$ cat config.mk
export PLATFORM = sky130hd
export DESIGN_NAME = mcu_spi_select_flat
export DESIGN_NICKNAME = d
export VERILOG_FILES = /design/src/rtl/mcu_spi_select_pkg.sv /design/src/rtl/mcu_spi_select_if.sv /design/src/rtl/mcu_spi_select_sync2.sv /design/src/rtl/mcu_spi_select.sv /design/src/flat_wrapper.sv
export SDC_FILE = /design/constraint.sdc
export NUM_CORES = 1
export LEC_CHECK = 0
export ABC_AREA = 1
export BUFFER_PORTS_ARGS = -buffer_cell sky130_fd_sc_hd__buf_2
export CORE_MARGIN = 2
export CORE_UTILIZATION = 55
export DETAILED_ROUTE_END_ITERATION = 16
export PLACE_DENSITY_LB_ADDON = 0.05
export REMOVE_ABC_BUFFERS = 1
export SYNTH_ARGS = -nofsm -noshare
export SYNTH_HDL_FRONTEND = slang
export SYNTH_HIERARCHICAL = 1
export SYNTH_SLANG_ARGS = --single-unit
$ cat constraint.sdc
create_clock -name clk32 -period 1.96 [get_ports clk32]
set_input_delay 0.098 -clock clk32 [delete_from_list [all_inputs] [get_ports clk32]]
set_output_delay 0.098 -clock clk32 [all_outputs]
set_load 0.01 [all_outputs]
$ cat src/rtl/mcu_spi_select_pkg.sv
// Shared types and default timing constants for the MCU SPI source selector.
package mcu_sel_pkg;

  typedef enum logic [2:0] {
    StInt,
    StArm,
    StWaitIdle,
    StGap,
    StExt
  } sel_state_e;

  localparam int unsigned DefDetCycles  = 16;
  localparam int unsigned DefIdleCycles = 8;
  localparam int unsigned DefGapCycles  = 4;

  function automatic int unsigned max3(int unsigned a, int unsigned b, int unsigned c);
    int unsigned m;
    m = (a > b) ? a : b;
    return (m > c) ? m : c;
  endfunction

endpackage

$ cat src/rtl/mcu_spi_select_if.sv
// Board-pin and core-side SPI signals of the MCU selector, grouped as one bundle.
interface mcu_spi_select_if;
  logic int_sclk;
  logic int_csn;
  logic int_mosi;
  logic ext_sclk;
  logic ext_csn;
  logic ext_mosi;
  logic core_miso;
  logic core_intn;
  logic mcu_sclk;
  logic mcu_csn;
  logic mcu_mosi;
  logic miso_out;
  logic intn_out;
  logic spi_ext;
  logic switched;

  modport master (
    output int_sclk, int_csn, int_mosi, ext_sclk, ext_csn, ext_mosi, core_miso, core_intn,
    input  mcu_sclk, mcu_csn, mcu_mosi, miso_out, intn_out, spi_ext, switched
  );

  modport slave (
    input  int_sclk, int_csn, int_mosi, ext_sclk, ext_csn, ext_mosi, core_miso, core_intn,
    output mcu_sclk, mcu_csn, mcu_mosi, miso_out, intn_out, spi_ext, switched
  );
endinterface

$ cat src/rtl/mcu_spi_select_sync2.sv
// Two-flop synchroniser with a configurable reset value.
module sync2 #(
  parameter logic RstVal = 1'b1
) (
  input  logic clk,
  input  logic rst,
  input  logic d,
  output logic q
);
  logic s1_q, s2_q;

  always_ff @(posedge clk) begin
    if (rst) begin
      s1_q <= RstVal;
      s2_q <= RstVal;
    end else begin
      s1_q <= d;
      s2_q <= s1_q;
    end
  end

  assign q = s2_q;
endmodule

$ cat src/rtl/mcu_spi_select.sv
// Picks the BL616 or an M0S dock as control-SPI master; debounced detect, frame-safe
// one-way switchover and a forced chip-select gap at the switch.
module mcu_spi_select
  import mcu_sel_pkg::*;
#(
  parameter int unsigned DET_CYCLES  = DefDetCycles,
  parameter int unsigned IDLE_CYCLES = DefIdleCycles,
  parameter int unsigned GAP_CYCLES  = DefGapCycles
) (
  input logic              clk32,
  input logic              por,
  mcu_spi_select_if.slave  bus
);
  localparam int unsigned CntW = $clog2(max3(DET_CYCLES, IDLE_CYCLES, GAP_CYCLES) + 1);
  localparam logic [CntW-1:0] CntMax  = {CntW{1'b1}};
  localparam logic [CntW-1:0] DetMax  = CntW'(DET_CYCLES);
  localparam logic [CntW-1:0] IdleMax = CntW'(IDLE_CYCLES);
  localparam logic [CntW-1:0] GapMax  = CntW'(GAP_CYCLES);

  sel_state_e      state_q;
  logic            sel_q, switched_q;
  logic [CntW-1:0] det_q, idle_q, gap_q;
  logic [CntW-1:0] det_inc, idle_inc, gap_dec;
  logic            ext_csn_s, int_csn_s;

  sync2 #(.RstVal(1'b1)) u_sync_ext (.clk(clk32), .rst(por), .d(bus.ext_csn), .q(ext_csn_s));
  sync2 #(.RstVal(1'b1)) u_sync_int (.clk(clk32), .rst(por), .d(bus.int_csn), .q(int_csn_s));

  // Saturating steps so no counter can wrap.
  assign det_inc  = (det_q == CntMax) ? det_q : det_q + 1'b1;
  assign idle_inc = (idle_q == CntMax) ? idle_q : idle_q + 1'b1;
  assign gap_dec  = (gap_q == '0) ? gap_q : gap_q - 1'b1;

  always_ff @(posedge clk32) begin
    if (por) begin
      state_q    <= StInt;
      sel_q      <= 1'b0;
      switched_q <= 1'b0;
      det_q      <= '0;
      idle_q     <= '0;
      gap_q      <= '0;
    end else begin
      switched_q <= 1'b0;
      unique case (state_q)
        StInt: begin
          if (!ext_csn_s) begin
            state_q <= StArm;
            det_q   <= CntW'(1);
          end
        end
        StArm: begin
          if (ext_csn_s) begin
            state_q <= StInt;
            det_q   <= '0;
          end else begin
            det_q <= det_inc;
            if (det_inc >= DetMax) begin
              state_q <= StWaitIdle;
              idle_q  <= '0;
            end
          end
        end
        StWaitIdle: begin
          // A falling int_csn always clears, even on the cycle that would commit.
          if (!int_csn_s) begin
            idle_q <= '0;
          end else begin
            idle_q <= idle_inc;
            if (idle_inc >= IdleMax) begin
              state_q    <= StGap;
              sel_q      <= 1'b1;
              gap_q      <= GapMax;
              switched_q <= 1'b1;
            end
          end
        end
        StGap: begin
          gap_q <= gap_dec;
          if (gap_dec == '0) state_q <= StExt;
        end
        StExt: begin
        end
        default: state_q <= StInt;
      endcase
    end
  end

  assign bus.mcu_sclk = sel_q ? bus.ext_sclk : bus.int_sclk;
  assign bus.mcu_mosi = sel_q ? bus.ext_mosi : bus.int_mosi;
  assign bus.mcu_csn  = (gap_q != '0) | (sel_q ? bus.ext_csn : bus.int_csn);
  assign bus.miso_out = bus.core_miso;
  assign bus.intn_out = bus.core_intn;
  assign bus.spi_ext  = sel_q;
  assign bus.switched = switched_q;
endmodule

$ cat src/flat_wrapper.sv
// flat-port wrapper written by rule: the top's interface ports become plain ports
module mcu_spi_select_flat import mcu_sel_pkg::*;
#(
  parameter int unsigned DET_CYCLES  = DefDetCycles,
  parameter int unsigned IDLE_CYCLES = DefIdleCycles,
  parameter int unsigned GAP_CYCLES  = DefGapCycles
)
  (clk32, por, bus_int_sclk, bus_int_csn, bus_int_mosi, bus_ext_sclk, bus_ext_csn, bus_ext_mosi, bus_core_miso, bus_core_intn, bus_mcu_sclk, bus_mcu_csn, bus_mcu_mosi, bus_miso_out, bus_intn_out, bus_spi_ext, bus_switched);
  mcu_spi_select_if bus_i ();
  input logic clk32;
  input logic por;
  input wire logic [$bits(bus_i.int_sclk)-1:0] bus_int_sclk;
  input wire logic [$bits(bus_i.int_csn)-1:0] bus_int_csn;
  input wire logic [$bits(bus_i.int_mosi)-1:0] bus_int_mosi;
  input wire logic [$bits(bus_i.ext_sclk)-1:0] bus_ext_sclk;
  input wire logic [$bits(bus_i.ext_csn)-1:0] bus_ext_csn;
  input wire logic [$bits(bus_i.ext_mosi)-1:0] bus_ext_mosi;
  input wire logic [$bits(bus_i.core_miso)-1:0] bus_core_miso;
  input wire logic [$bits(bus_i.core_intn)-1:0] bus_core_intn;
  output wire logic [$bits(bus_i.mcu_sclk)-1:0] bus_mcu_sclk;
  output wire logic [$bits(bus_i.mcu_csn)-1:0] bus_mcu_csn;
  output wire logic [$bits(bus_i.mcu_mosi)-1:0] bus_mcu_mosi;
  output wire logic [$bits(bus_i.miso_out)-1:0] bus_miso_out;
  output wire logic [$bits(bus_i.intn_out)-1:0] bus_intn_out;
  output wire logic [$bits(bus_i.spi_ext)-1:0] bus_spi_ext;
  output wire logic [$bits(bus_i.switched)-1:0] bus_switched;
  assign bus_i.int_sclk = bus_int_sclk;
  assign bus_i.int_csn = bus_int_csn;
  assign bus_i.int_mosi = bus_int_mosi;
  assign bus_i.ext_sclk = bus_ext_sclk;
  assign bus_i.ext_csn = bus_ext_csn;
  assign bus_i.ext_mosi = bus_ext_mosi;
  assign bus_i.core_miso = bus_core_miso;
  assign bus_i.core_intn = bus_core_intn;
  assign bus_mcu_sclk = bus_i.mcu_sclk;
  assign bus_mcu_csn = bus_i.mcu_csn;
  assign bus_mcu_mosi = bus_i.mcu_mosi;
  assign bus_miso_out = bus_i.miso_out;
  assign bus_intn_out = bus_i.intn_out;
  assign bus_spi_ext = bus_i.spi_ext;
  assign bus_switched = bus_i.switched;
  mcu_spi_select #(.DET_CYCLES(DET_CYCLES), .IDLE_CYCLES(IDLE_CYCLES), .GAP_CYCLES(GAP_CYCLES)) u_core (.clk32(clk32), .por(por), .bus(bus_i));
endmodule
After elaboration in Yosys (flattened, before gate mapping) --
Index checks and enable logic that the tools add are counted.
Storage, ports and cells: register bits after elaboration 24, input bits 10, output and inout port bits 7, word-level logic and storage cells 69
Cells by class: $add $sub $neg 3, magnitude comparators 2, equality and inequality tests 13, multiplexer cells 24, bitwise operators 4, reduce and logical (&&, ||, !) cells 13
Operators by type and width (number):
- 5-bit two-way mux | 10
- 5-bit one-hot mux with 2 select lines | 3
- 3-bit two-way mux | 6
- 3-bit one-hot mux with 5 select lines | 1
- 5-bit by 1-bit adder with 5-bit output, second input constant | 2
- 5-bit == test, second input constant | 2
- 5-bit logical NOT | 2
- 3-bit AND reduction | 3
- 3-bit by 2-bit == test with 1-bit output, second input constant | 2
- 2-bit by 1-bit inequality test with 1-bit output, second input constant | 3
- 2-bit inequality test, second input constant | 3
- 6-bit AND reduction | 1
- 2-bit nonzero test | 3
- 5-bit by 4-bit >= comparator with 1-bit output, second input constant | 1
- 5-bit >= comparator, second input constant | 1
- 5-bit nonzero test | 1
- 5-bit by 1-bit subtractor with 5-bit output, second input constant | 1
- 1-bit two-way mux | 4
- 3-bit by 1-bit == test with 1-bit output, second input constant | 1
- 3-bit == test, second input constant | 1
- 3-bit logical NOT | 1
- 3-bit by 2-bit inequality test with 1-bit output, second input constant | 1
- 1-bit inverter | 3
- 3-bit OR reduction | 1
- other kinds (2) | 2

Longest topological paths before layout --
Gate-level depths: netlist of run 1.
depth in word-level cells 6, depth in mapped cells 13, mapped depth without buffers 13

Modules after synthesis --
Netlist of run 1, hierarchy kept.
By module, submodules not included:
- mcu_spi_select | times used 1, cells each 187, area an instance 1273.7 sq um, sequential area each 400.4 sq um
- sync2 | times used 2, cells each 7, area an instance 58.8 sq um, sequential area each 40.0 sq um

Worst setup path after synthesis of run 1 --
No wires, ideal clock.
kind register to register, start point register u_core.gap_q[0], end point register u_core.state_q[0], arrival 1.250 ns, required time 1.851 ns, slack 0.601 ns, cell stages (with the launch flop) 14, path buffers 0, clock period less this slack 1.359 ns, path through dfxtp_1 inv_1 ha_1 inv_1 nand2_1 nand2_1 nand2_1 nand2_1 nor2_1 nand2_1 nand2_1 nand3_1 nand2_1 inv_1
On the way: cells in the longest elaborated chain, start to end 5, elaborated cells between the ends (all ways) 6, classes of those cells 1 x add/sub; 1 x eq/ne; 1 x mux; 3 x reduce/logical
RTL lines:
- from (decl) | line mcu_spi_select.sv:22 | logic [CntW-1:0] det_q, idle_q, gap_q;
- from (signal assigned) | line mcu_spi_select.sv:72 | gap_q <= GapMax;
- from (signal assigned) | line mcu_spi_select.sv:78 | gap_q <= gap_dec;
- 5-bit by 1-bit subtractor with 5-bit output or 5-bit logical NOT (tied branches) | line mcu_spi_select.sv:32 | assign gap_dec = (gap_q == '0) ? gap_q : gap_q - 1'b1;
- 5-bit two-way mux (*) | line mcu_spi_select.sv:32
- 5-bit logical NOT (*) | line mcu_spi_select.sv:79 | if (gap_dec == '0) state_q <= StExt;
- 2-bit by 1-bit inequality test with 1-bit output (no source line) (*)
- 6-bit AND reduction (no source line) (*)
- to (signal assigned) | line mcu_spi_select.sv:36 | state_q <= StInt;
- to (signal assigned) | line mcu_spi_select.sv:79
- to (signal assigned) | line mcu_spi_select.sv:83 | default: state_q <= StInt;
- to (decl) | line mcu_spi_select.sv:20 | sel_state_e state_q;
Every way passes the cells marked *; elsewhere a longest branch is shown, timed or not. A chain may end at the register's enable or synchronous reset.

Worst setup path in the final report of run 1 --
start point register u_core.gap_q[0], end point output port bus_mcu_csn
On the way: cells in the longest elaborated chain, start to end 2
RTL lines:
- 5-bit nonzero test | line mcu_spi_select.sv:90 | assign bus.mcu_csn = (gap_q != '0) | (sel_q ? bus.ext_csn : bus.int_csn);
- 1-bit OR | line mcu_spi_select.sv:90
- to (decl) | line flat_wrapper.sv:21 | output wire logic [$bits(bus_i.mcu_csn)-1:0] bus_mcu_csn;
No other way between the ends.

==> impl_metrics.py, run 1 <==
metrics = {
    "drt": {
        "via_per_inst": 5.057,
        "vias": 1239,
        "drc": 0,
        "wl_um": 2585,
        "routedWlPerCell_um": 10.55,
        "drtPass1Iterations": 4,
        "initialDrtViolationCount": 32,
        "drtAntennaViolNets": 0,
    },
    "power_and_ir_drop": {
        "p_per_area_mw_per_mm2": 943.5,
        "power_leakage_nw": 0.7546,
        "intPower_uw": 920.4,
        "power_frac_clock_pct": 24.5,
        "pwr-share-comb_pct": 35.6,
        "p_seq_share_pct": 39.9,
        "p_switching_uw": 531.6,
        "switching_share_pct": 36.61,
        "ir_drop_mv": 0.6698,
    },
    "placed_design": {
        "routabilityCongestion": 0.8319,
        "post-dp-hpwl_um": 1929,
        "io_buffers": 12,
        "preCtsSetupSlack_ns": 0.4606,
    },
    "clocking": {
        "cts.sinks": 24,
        "path_clk_slew_ns": 0.14,
        "cts.repair.resized": 0,
        "cts_max_level": 1,
        "tritoncts": "built",
        "numCtsBuffers": 3,
        "root_buffer": "clkbuf_4",
        "clk_latency_ns": 0.32,
        "postCtsSetupRepairBufs": 0,
        "cts_buffer_depth": 2,
    },
    "sta": {
        "max_freq_ghz": 0.6200,
        "maxSlewViolCount": 0,
        "finClkSkew_ns": 0.01076,
        "maxSlewHeadroom_pct": 72.01,
        "fin_crit_ns": 1.613,
        "holdWs_ns": 0.1754,
        "fin_ws_ns": 0.3471,
        "setup_tns_ns": 0,
        "rsz0062_at_grt": "no",
        "finalCritPeriodShare_pct": 82.29,
        "worst_pin_slew_ns": 0.4185,
        "finalHoldViolCount": 0,
        "setup_viol": 0,
    },
    "finish": {
        "fillers": 215,
        "antenna_cells": 0,
        "drive_above_1_share_pct": 22.79,
        "utilization_pct": 63.27,
        "area_delta_synth_final_pct": 10.61,
        "layout.nets": 229,
    },
    "setup_path": {
        "cp.required_ns": 1.86,
        "r2r-start": "u_core/gap_q[0]$_SDFFE_PP0P_",
        "rr_worst_depth": 11,
        "crit_path_end": "bus_mcu_csn",
        "max_stage_delay_ns": 0.35,
        "crit_top_cell": "inv_1",
        "start_kind": "flop",
        "crit_path_start": "u_core/gap_q[0]$_SDFFE_PP0P_",
        "critPathMaxFanout": 6,
        "cp-end-kind": "output pin",
        "reg2reg_slack_ns": 0.41,
        "slowest_stage": "dfxtp_1",
        "cp.arrival_ns": 1.51,
        "critPathKind": "reg -> out",
        "reg2reg_to": "u_core/state_q[1]$_SDFFE_PP0P_",
        "worstPathCellList": "inv_1 -> ha_1 -> nand3_2 -> inv_1 -> nand3_1 -> buf_2",
    },
    "floorplanning": {
        "coreArea_mm2": 0.002432,
        "ioPinCount": 17,
        "dieArea_mm2": 0.002948,
        "die_h_um": 54.30,
        "row_count": 18,
        "die_x_um": 54.30,
        "initial_core_util_pct": 57.20,
    },
    "synthesis": {
        "synth.distinct_cells": 27,
        "synthCells": 201,
        "ys_seq_area_share_pct": 34.53,
        "yosysWarnings": 6,
        "avgSynthCellArea_um2": 6.922,
        "synth_largest_area_cell": "dfxtp_1",
        "synth_async_sr_flop_share_pct": 0,
        "synth_edf_count": 0,
        "synth_common_cells": "nand2_1, inv_1, dfxtp_1",
        "synthesis.area_mm2": 0.001391,
        "synth_most_common_cell": "nand2_1",
        "synth_flop_cell": "dfxtp_1",
        "synth_top_cell_area_share_pct": 34.53,
        "yosys_register_bits": 24,
        "netlist_top_cells_area": "dfxtp_1, nand2_1, inv_1, a21oi_1, nand3_1",
    },
    "global_routing": {
        "grt_max_degree": 20,
        "antenna_found_initial": 0,
        "track_usage_pct": 19.81,
        "grt_pass1_vias": 1054,
        "grt_first_pass_wirelength_um": 4236,
        "gr-total-overflow": 0,
    },
    "outcome": {
        "outcome": "complete, no violations",
    },
    "flow_run": {
        "max-cap-violations": 0,
    },
    "hold_path": {
        "hold_path_class": "in -> reg",
    },
}
-- stage by stage --
step	power [mW]	cell area, µm²	instances
floorplan	1.006	1369	197
detailed placement	1.100	1466	239
finish	1.452	1539	245
global placement	1.094	1466	239
global route	1.556	1539	245
CTS	1.465	1539	245
-- timing repair --
action,CTS,global route
hold buffers,2,0
endpoints found under the hold margin,2,0
endpoints found under the setup margin,0,0
-- power by group through the flow --
stage               registers, mW  clock network (mW)  logic, mW
floorplan                   0.581                   0      0.425
global placement            0.588                   0      0.506
detailed placement          0.589                   0      0.511
CTS                         0.578               0.371      0.516
global route                0.586               0.388      0.582
finish                      0.579               0.356      0.517
-- sequential cells by signal, summed over array words and instances, names as in the netlist --
signal                  count
u_core/state_q              3
u_core/u_sync_ext/q         1
u_core/bus.switched         1
u_core/gap_q                5
u_core/idle_q               5
u_core/u_sync_int/s1_q      1
u_core/det_q                5
u_core/u_sync_ext/s1_q      1
u_core/u_sync_int/q         1
u_core/bus.spi_ext          1
-- cells by family after synthesis --
family                   synth area share, %
XOR/XNOR                               1.259
AO/OA/AOI/OAI                          11.69
adder cells (fa/ha/maj)                2.698
AND/OR/NAND/NOR                        38.22
buffers and inverters                  11.60
flip-flops                             34.53
-- routing by layer --
layer	wire length, µm	share of wire (%)	GRT usage [%]
met5	0	0	0
met4	36	1.4	8.750
met3	90	3.5	2.459
met2	1218	47	33.73
met1	1239	48	24.87
-- cells in the final DEF (no fill, tap or decap), types with 3 or more instances in the layout --
master    netlist  layout
nor2_1         12      12
nor2_2          4       4
nand4_1         3       3
buf_2           0      12
nand3_2         3       3
ha_1            3       3
o21ai_0         4       4
clkbuf_4        0       3
nor2_4          3       3
dfxtp_1        24      24
nand2_2         3       3
inv_2           9       9
nand3_1        15      15
a21oi_1        15      15
nor3_2          3       3
inv_1          27      27
nand2_1        55      55
-- area by class of cell --
cell class	instances	area, µm²	share of cell area (%)
Clock buffer	3	22.52	1.463
Timing Repair Buffer	14	80.08	5.203
Tap cell	30	37.54	2.439
Clock inverter	1	30.03	1.951
Multi-Input combinational cell	136	749.5	48.70
Sequential cell	24	480.5	31.22
Inverter	37	138.9	9.024
-- worst min-delay path by stage --
stage                        from                              to  slack, ns  depth (start not counted)
CTS                           por  u_core/bus.switched$_SDFF_PP0_       0.17                          2
global route                  por  u_core/bus.switched$_SDFF_PP0_       0.18                          2
global placement    bus_core_intn                    bus_intn_out       0.20                          0
floorplan                     por  u_core/state_q[2]$_SDFFE_PP0P_       0.16                          1
finish                        por  u_core/bus.switched$_SDFF_PP0_       0.18                          2
detailed placement  bus_core_intn                    bus_intn_out       0.20                          0
-- critical path: cells and delay by family, from the launching register on --
kind	cells	cell delay, ns
flops	1	0.35
buf+inv	3	0.36
simple gates	2	0.21
fa+ha+maj	1	0.29
(Power assumes the default switching activity.)
==> run 2: changes to the inputs <==
==> constraint.sdc (replaced) <==
create_clock -name clk32 -period 1.55 [get_ports clk32]
set_input_delay 0.0775 -clock clk32 [delete_from_list [all_inputs] [get_ports clk32]]
set_output_delay 0.0775 -clock clk32 [all_outputs]
set_load 0.01 [all_outputs]
==> impl_metrics.py, run 2 (same netlist as run 1, synthesis figures left out) <==
metrics = {
    "clocking": {
        "postCtsSetupRepairBufs": 0,
        "tritoncts": "built",
        "clk_latency_ns": 0.32,
        "cts_max_level": 1,
        "root_buffer": "clkbuf_4",
        "path_clk_slew_ns": 0.14,
        "cts_buffer_depth": 2,
        "numCtsBuffers": 3,
        "cts.sinks": 24,
    },
    "floorplanning": {
        "initial_core_util_pct": 57.20,
        "dieArea_mm2": 0.002948,
        "row_count": 18,
        "ioPinCount": 17,
        "die_h_um": 54.30,
        "die_x_um": 54.30,
        "coreArea_mm2": 0.002432,
    },
    "sta": {
        "worst_pin_slew_ns": 0.4199,
        "maxSlewViolCount": 0,
        "setup_viol": 0,
        "finClkSkew_ns": 0.01059,
        "finalCritPeriodShare_pct": 91.62,
        "maxSlewHeadroom_pct": 71.91,
        "max_freq_ghz": 0.7042,
        "rsz0062_at_grt": "no",
        "setup_tns_ns": 0,
        "fin_crit_ns": 1.420,
        "finalHoldViolCount": 0,
    },
    "finish": {
        "fillers": 208,
        "drive_above_1_share_pct": 27.44,
        "top_regs": "u_core/det_q x5, u_core/gap_q x5, u_core/idle_q x5",
        "final_common_cell": "nand2_1",
        "design_area_mm2": 0.001565,
        "utilization_pct": 64.35,
        "final_cell_mix": "nand2_1, inv_1, dfxtp_1",
        "area_delta_synth_final_pct": 12.50,
        "fin_cells": 245,
        "antenna_cells": 0,
        "layout.nets": 229,
    },
    "power_and_ir_drop": {
        "power_leakage_nw": 0.7561,
        "power_frac_clock_pct": 24.4,
        "switching_share_pct": 36.53,
        "pwr-share-comb_pct": 35.6,
        "p_per_area_mw_per_mm2": 1176,
        "p_seq_share_pct": 40.0,
        "p_switching_uw": 672.6,
        "p_total_mw": 1.841,
        "intPower_mw": 1.169,
        "ir_drop_mv": 0.8485,
    },
    "global_routing": {
        "grt_first_pass_wirelength_um": 4236,
        "track_usage_pct": 19.81,
        "gr-total-overflow": 0,
        "grt_max_degree": 20,
        "grt_pass1_vias": 1054,
        "antenna_found_initial": 0,
    },
    "setup_path": {
        "crit_top_cell": "nand3_1",
        "cp.arrival_ns": 1.67,
        "cp-end-kind": "flop",
        "worstPathCellList": "ha_1 -> nand3_1 -> nand2_1 -> inv_1 -> nand3_1 -> nand3_2 -> inv_2 -> nand3_1 -> a21oi_2",
        "start_kind": "flop",
        "cp.required_ns": 1.80,
        "max_stage_delay_ns": 0.39,
        "slowest_stage": "dfxtp_2",
        "reg2reg_slack_ns": 0.13,
        "critPathKind": "reg -> reg",
        "critPathMaxFanout": 4,
        "crit_buf_inv": 2,
        "cpLargestDelayFamily": "simple AND/OR/NAND/NOR gates",
    },
    "drt": {
        "vias": 1236,
        "via_per_inst": 5.045,
        "routedWlPerCell_um": 10.42,
        "wl_um": 2553,
        "drc": 0,
        "drtPass1Iterations": 4,
        "initialDrtViolationCount": 31,
        "drtAntennaViolNets": 0,
    },
    "placed_design": {
        "post-dp-hpwl_um": 1929,
        "routabilityCongestion": 0.8318,
        "dp_cells": 239,
        "io_buffers": 12,
        "placed_cell_area_mm2": 0.001466,
    },
    "hold_path": {
        "hold_path_class": "in -> reg",
    },
    "outcome": {
        "outcome": "complete, no violations",
    },
    "flow_run": {
        "max-cap-violations": 0,
    },
}
## run 2: cell types whose count changed in the layout (fill, tap and decap cells not counted), moves of 2 or more
cell     before  now
dfxtp_1      24   19
dfxtp_2       0    5
inv_2         9   11
inv_1        27   25
ha_1          3    1
## run 2: metrics by stage
step / worst slack, ns / hold WS [ns]
after floorplan: 0.1920 / 0.1399
after CTS: 0.005387 / 0.1482
final: 0.1299 / 0.1515
after global routing: 0.004919 / 0.1551
after detailed placement: 0.05057 / 0.1551
after global placement: 0.1145 / 0.1551
## run 2: layout make-up
cell class | instances | area (µm²) | share of cell area [%]
clock inverter | 1 | 30.03 | 1.918
multi-input combinational | 136 | 769.5 | 49.16
sequential | 24 | 486.7 | 31.10
tap | 30 | 37.54 | 2.398
clock buffer | 3 | 22.52 | 1.439
inverter | 37 | 138.9 | 8.873
timing repair buffer | 14 | 80.08 | 5.116
## run 2: worst paths after layout
path | cells past startpoint | to | start
worst max register to register | 9 | u_core/state_q[2]$_SDFFE_PP0P_ | u_core/idle_q[0]$_SDFFE_PP0P_
worst min-delay path | 2 | u_core/bus.switched$_SDFF_PP0_ | por
worst min register to register | 2 | u_core/u_sync_ext/q$_SDFF_PP1_ | u_core/u_sync_ext/s1_q$_SDFF_PP1_
worst max-delay path | 9 | u_core/state_q[2]$_SDFFE_PP0P_ | u_core/idle_q[0]$_SDFFE_PP0P_
## run 2: per-layer routing
| metal | global-route usage, % | vias up | share of wire (%) |
|---|---|---|---|
| met5 | 0 | - | 0 |
| met4 | 8.750 | 0 | 1.4 |
| met3 | 2.459 | 4 | 3.3 |
| met2 | 33.73 | 26 | 47 |
| met1 | 24.87 | 552 | 48 |
| li1 | - | 654 | - |
## run 2: power by group through the flow
| stage | logic (mW) | registers, mW | clock network [mW] |
|---|---|---|---|
| after floorplan | 0.538 | 0.734 | 0 |
| after global placement | 0.640 | 0.743 | 0 |
| after detailed placement | 0.646 | 0.745 | 0 |
| after CTS | 0.653 | 0.731 | 0.469 |
| after global routing | 0.736 | 0.747 | 0.490 |
| final | 0.655 | 0.737 | 0.450 |
## run 2: what timing repair did
item | CTS | global route
hold buffers | 2 | 0
endpoints found under the setup margin | 1 | 7
gates resized for setup | 1 | 10
pin swaps | 0 | 3
endpoints found under the hold margin | 2 | 0
## run 2: worst reg2reg max path, stage by stage (launching register included)
cell     delay (ns)
dfxtp_2        0.39
ha_1           0.21
nand3_1        0.11
nand2_1        0.07
inv_1          0.07
nand3_1        0.10
nand3_2        0.12
inv_2          0.09
nand3_1        0.08
a21oi_2        0.12
==> run 3: changes to the inputs <==
==> constraint.sdc (replaced) <==
create_clock -name clk32 -period 1.55 [get_ports clk32]
set_input_delay 0.3875 -clock clk32 [delete_from_list [all_inputs] [get_ports clk32]]
set_output_delay 0.3875 -clock clk32 [all_outputs]
set_load 0.01 [all_outputs]
==> impl_metrics.py, run 3 (same netlist as run 1, synthesis figures left out) <==
metrics = {
    "power_and_ir_drop": {
        "p_total_mw": 1.872,
        "switching_share_pct": 37.08,
        "ir_drop_mv": 0.8291,
        "power_frac_clock_pct": 24.4,
        "p_per_area_mw_per_mm2": 1161,
        "pwr-share-comb_pct": 36.4,
        "p_seq_share_pct": 39.3,
        "p_switching_uw": 694.1,
        "power_leakage_nw": 0.7916,
        "intPower_mw": 1.178,
    },
    "placed_design": {
        "post-dp-hpwl_um": 1933,
        "routabilityCongestion": 0.7645,
        "io_buffers": 12,
        "placed_cell_area_mm2": 0.001474,
    },
    "flow_run": {
        "max-cap-violations": 0,
    },
    "drt": {
        "drc": 0,
        "via_per_inst": 4.996,
        "drtAntennaViolNets": 0,
        "vias": 1249,
        "routedWlPerCell_um": 11.05,
        "drtPass1Iterations": 4,
        "wl_um": 2763,
        "initialDrtViolationCount": 31,
    },
    "global_routing": {
        "antenna_found_initial": 0,
        "grt_max_degree": 18,
        "grt_first_pass_wirelength_um": 4505,
        "gr-total-overflow": 0,
        "grt_pass1_vias": 1103,
        "track_usage_pct": 21.14,
    },
    "hold_path": {
        "whs_path_depth": 3,
        "hold_start": "bus_ext_csn",
        "hold_path_class": "in -> reg",
        "hold-path-endpoint": "u_core/u_sync_ext/s1_q$_SDFF_PP1_",
    },
    "sta": {
        "holdWs_ns": 0.2449,
        "max_freq_ghz": 0.6204,
        "fin_ws_ns": -0.06187,
        "finClkSkew_ns": 0.007416,
        "worst_pin_slew_ns": 0.4048,
        "finalHoldViolCount": 0,
        "finalCritPeriodShare_pct": 104.0,
        "fin_crit_ns": 1.612,
        "maxSlewViolCount": 0,
        "rsz0062_at_grt": "yes",
        "maxSlewHeadroom_pct": 72.93,
        "setup_viol": 1,
    },
    "setup_path": {
        "cp.required_ns": 1.16,
        "cp-end-kind": "output pin",
        "start_kind": "flop",
        "rr_worst_depth": 12,
        "crit_top_cell": "inv_2",
        "reg2reg_to": "u_core/state_q[0]$_SDFFE_PP0P_",
        "cp.arrival_ns": 1.22,
        "max_stage_delay_ns": 0.35,
        "critPathKind": "reg -> out",
        "slowest_stage": "dfxtp_2",
        "worstPathCellList": "inv_2 -> ha_4 -> nand3_4 -> inv_2 -> nand3_2 -> buf_6",
        "reg2reg_slack_ns": 0.08,
        "critPathMaxFanout": 2,
        "r2r-start": "u_core/gap_q[0]$_SDFFE_PP0P_",
    },
    "outcome": {
        "outcome": "finished, violations left",
        "violations": "setup timing",
    },
    "floorplanning": {
        "row_count": 18,
        "initial_core_util_pct": 57.20,
        "die_h_um": 54.30,
        "ioPinCount": 17,
        "dieArea_mm2": 0.002948,
        "coreArea_mm2": 0.002432,
        "die_x_um": 54.30,
    },
    "finish": {
        "design_area_mm2": 0.001613,
        "final_common_cell": "nand2_1",
        "area_delta_synth_final_pct": 15.92,
        "final_cell_mix": "nand2_1, inv_1, dfxtp_1",
        "top_regs": "u_core/det_q x5, u_core/gap_q x5, u_core/idle_q x5",
        "layout.nets": 234,
        "fillers": 215,
        "antenna_cells": 0,
        "drive_above_1_share_pct": 30.45,
    },
    "clocking": {
        "numCtsBuffers": 3,
        "path_clk_slew_ns": 0.14,
        "cts.sinks": 24,
        "tritoncts": "built",
        "cts_max_level": 1,
        "clk_latency_ns": 0.32,
        "root_buffer": "clkbuf_4",
        "holdBufCountCts": 0,
        "cts_buffer_depth": 2,
    },
}
==> run 3: per-stage QoR <==
| step | instances | worst slack, ns | TNS (ns) | util (%) |
|---|---|---|---|---|
| after floorplan | 197 | 0.1920 | 0 | - |
| after global placement | 240 | 0.09332 | 0 | 60.60 |
| after detailed placement | 240 | 0.05144 | 0 | 60.60 |
| after CTS | 249 | -0.06742 | -0.06742 | 65.69 |
| after global routing | 250 | -0.1396 | -0.2883 | 66.31 |
| final | 250 | -0.06187 | -0.06187 | 66.31 |
==> run 3: timing repair <==
item | 4_1_cts | 5_1_grt
buffers inserted | 5 | 1
pin swaps | 1 | 3
resized for setup | 10 | 4
setup endpoints to repair | 1 | 8
==> run 3: power by group through the flow <==
stage	registers [mW]	logic, mW	clock network (mW)
floorplan	0.734	0.538	0
global placement	0.746	0.637	0
detailed placement	0.747	0.650	0
CTS	0.734	0.679	0.468
global route	0.746	0.768	0.490
finish	0.735	0.681	0.456
==> run 3: per-layer routing <==
| metal | vias up | GRT usage, % | share of wire [%] |
|---|---|---|---|
| li1 | 664 | - | - |
| met1 | 552 | 24.45 | 44 |
| met2 | 29 | 36.75 | 50 |
| met3 | 4 | 6.011 | 4.5 |
| met4 | 0 | 7.917 | 0.94 |
| met5 | - | 0 | 0 |
==> run 3: layout make-up <==
class / count / area (µm²) / share of cell area (%)
Clock buffer: 3 / 22.52 / 1.396
Clock inverter: 1 / 30.03 / 1.862
Inverter: 37 / 138.9 / 8.611
Multi-Input combinational cell: 136 / 779.5 / 48.33
Sequential cell: 24 / 485.5 / 30.10
Tap cell: 30 / 37.54 / 2.327
Timing Repair Buffer: 19 / 118.9 / 7.370
==> run 3: worst max-delay path, delay by kind of cell (launching register included) <==
kind | cells | cell delay (ns)
adders and majority gates | 1 | 0.16
and+or+nand+nor | 2 | 0.14
buffers and inverters | 3 | 0.25
DFF | 1 | 0.35
==> run 3: worst max path at each step <==
stage                                             from                        endpoint  slack [ns]
after detailed placement  u_core/gap_q[0]$_SDFFE_PP0P_  u_core/state_q[0]$_SDFFE_PP0P_        0.05
after global routing      u_core/gap_q[2]$_SDFFE_PP0P_                     bus_mcu_csn       -0.14
after floorplan           u_core/gap_q[0]$_SDFFE_PP0P_  u_core/state_q[1]$_SDFFE_PP0P_        0.19
after CTS                 u_core/gap_q[1]$_SDFFE_PP0P_                     bus_mcu_csn       -0.07
after global placement    u_core/gap_q[0]$_SDFFE_PP0P_                     bus_mcu_csn        0.09
final                     u_core/gap_q[0]$_SDFFE_PP0P_                     bus_mcu_csn       -0.06
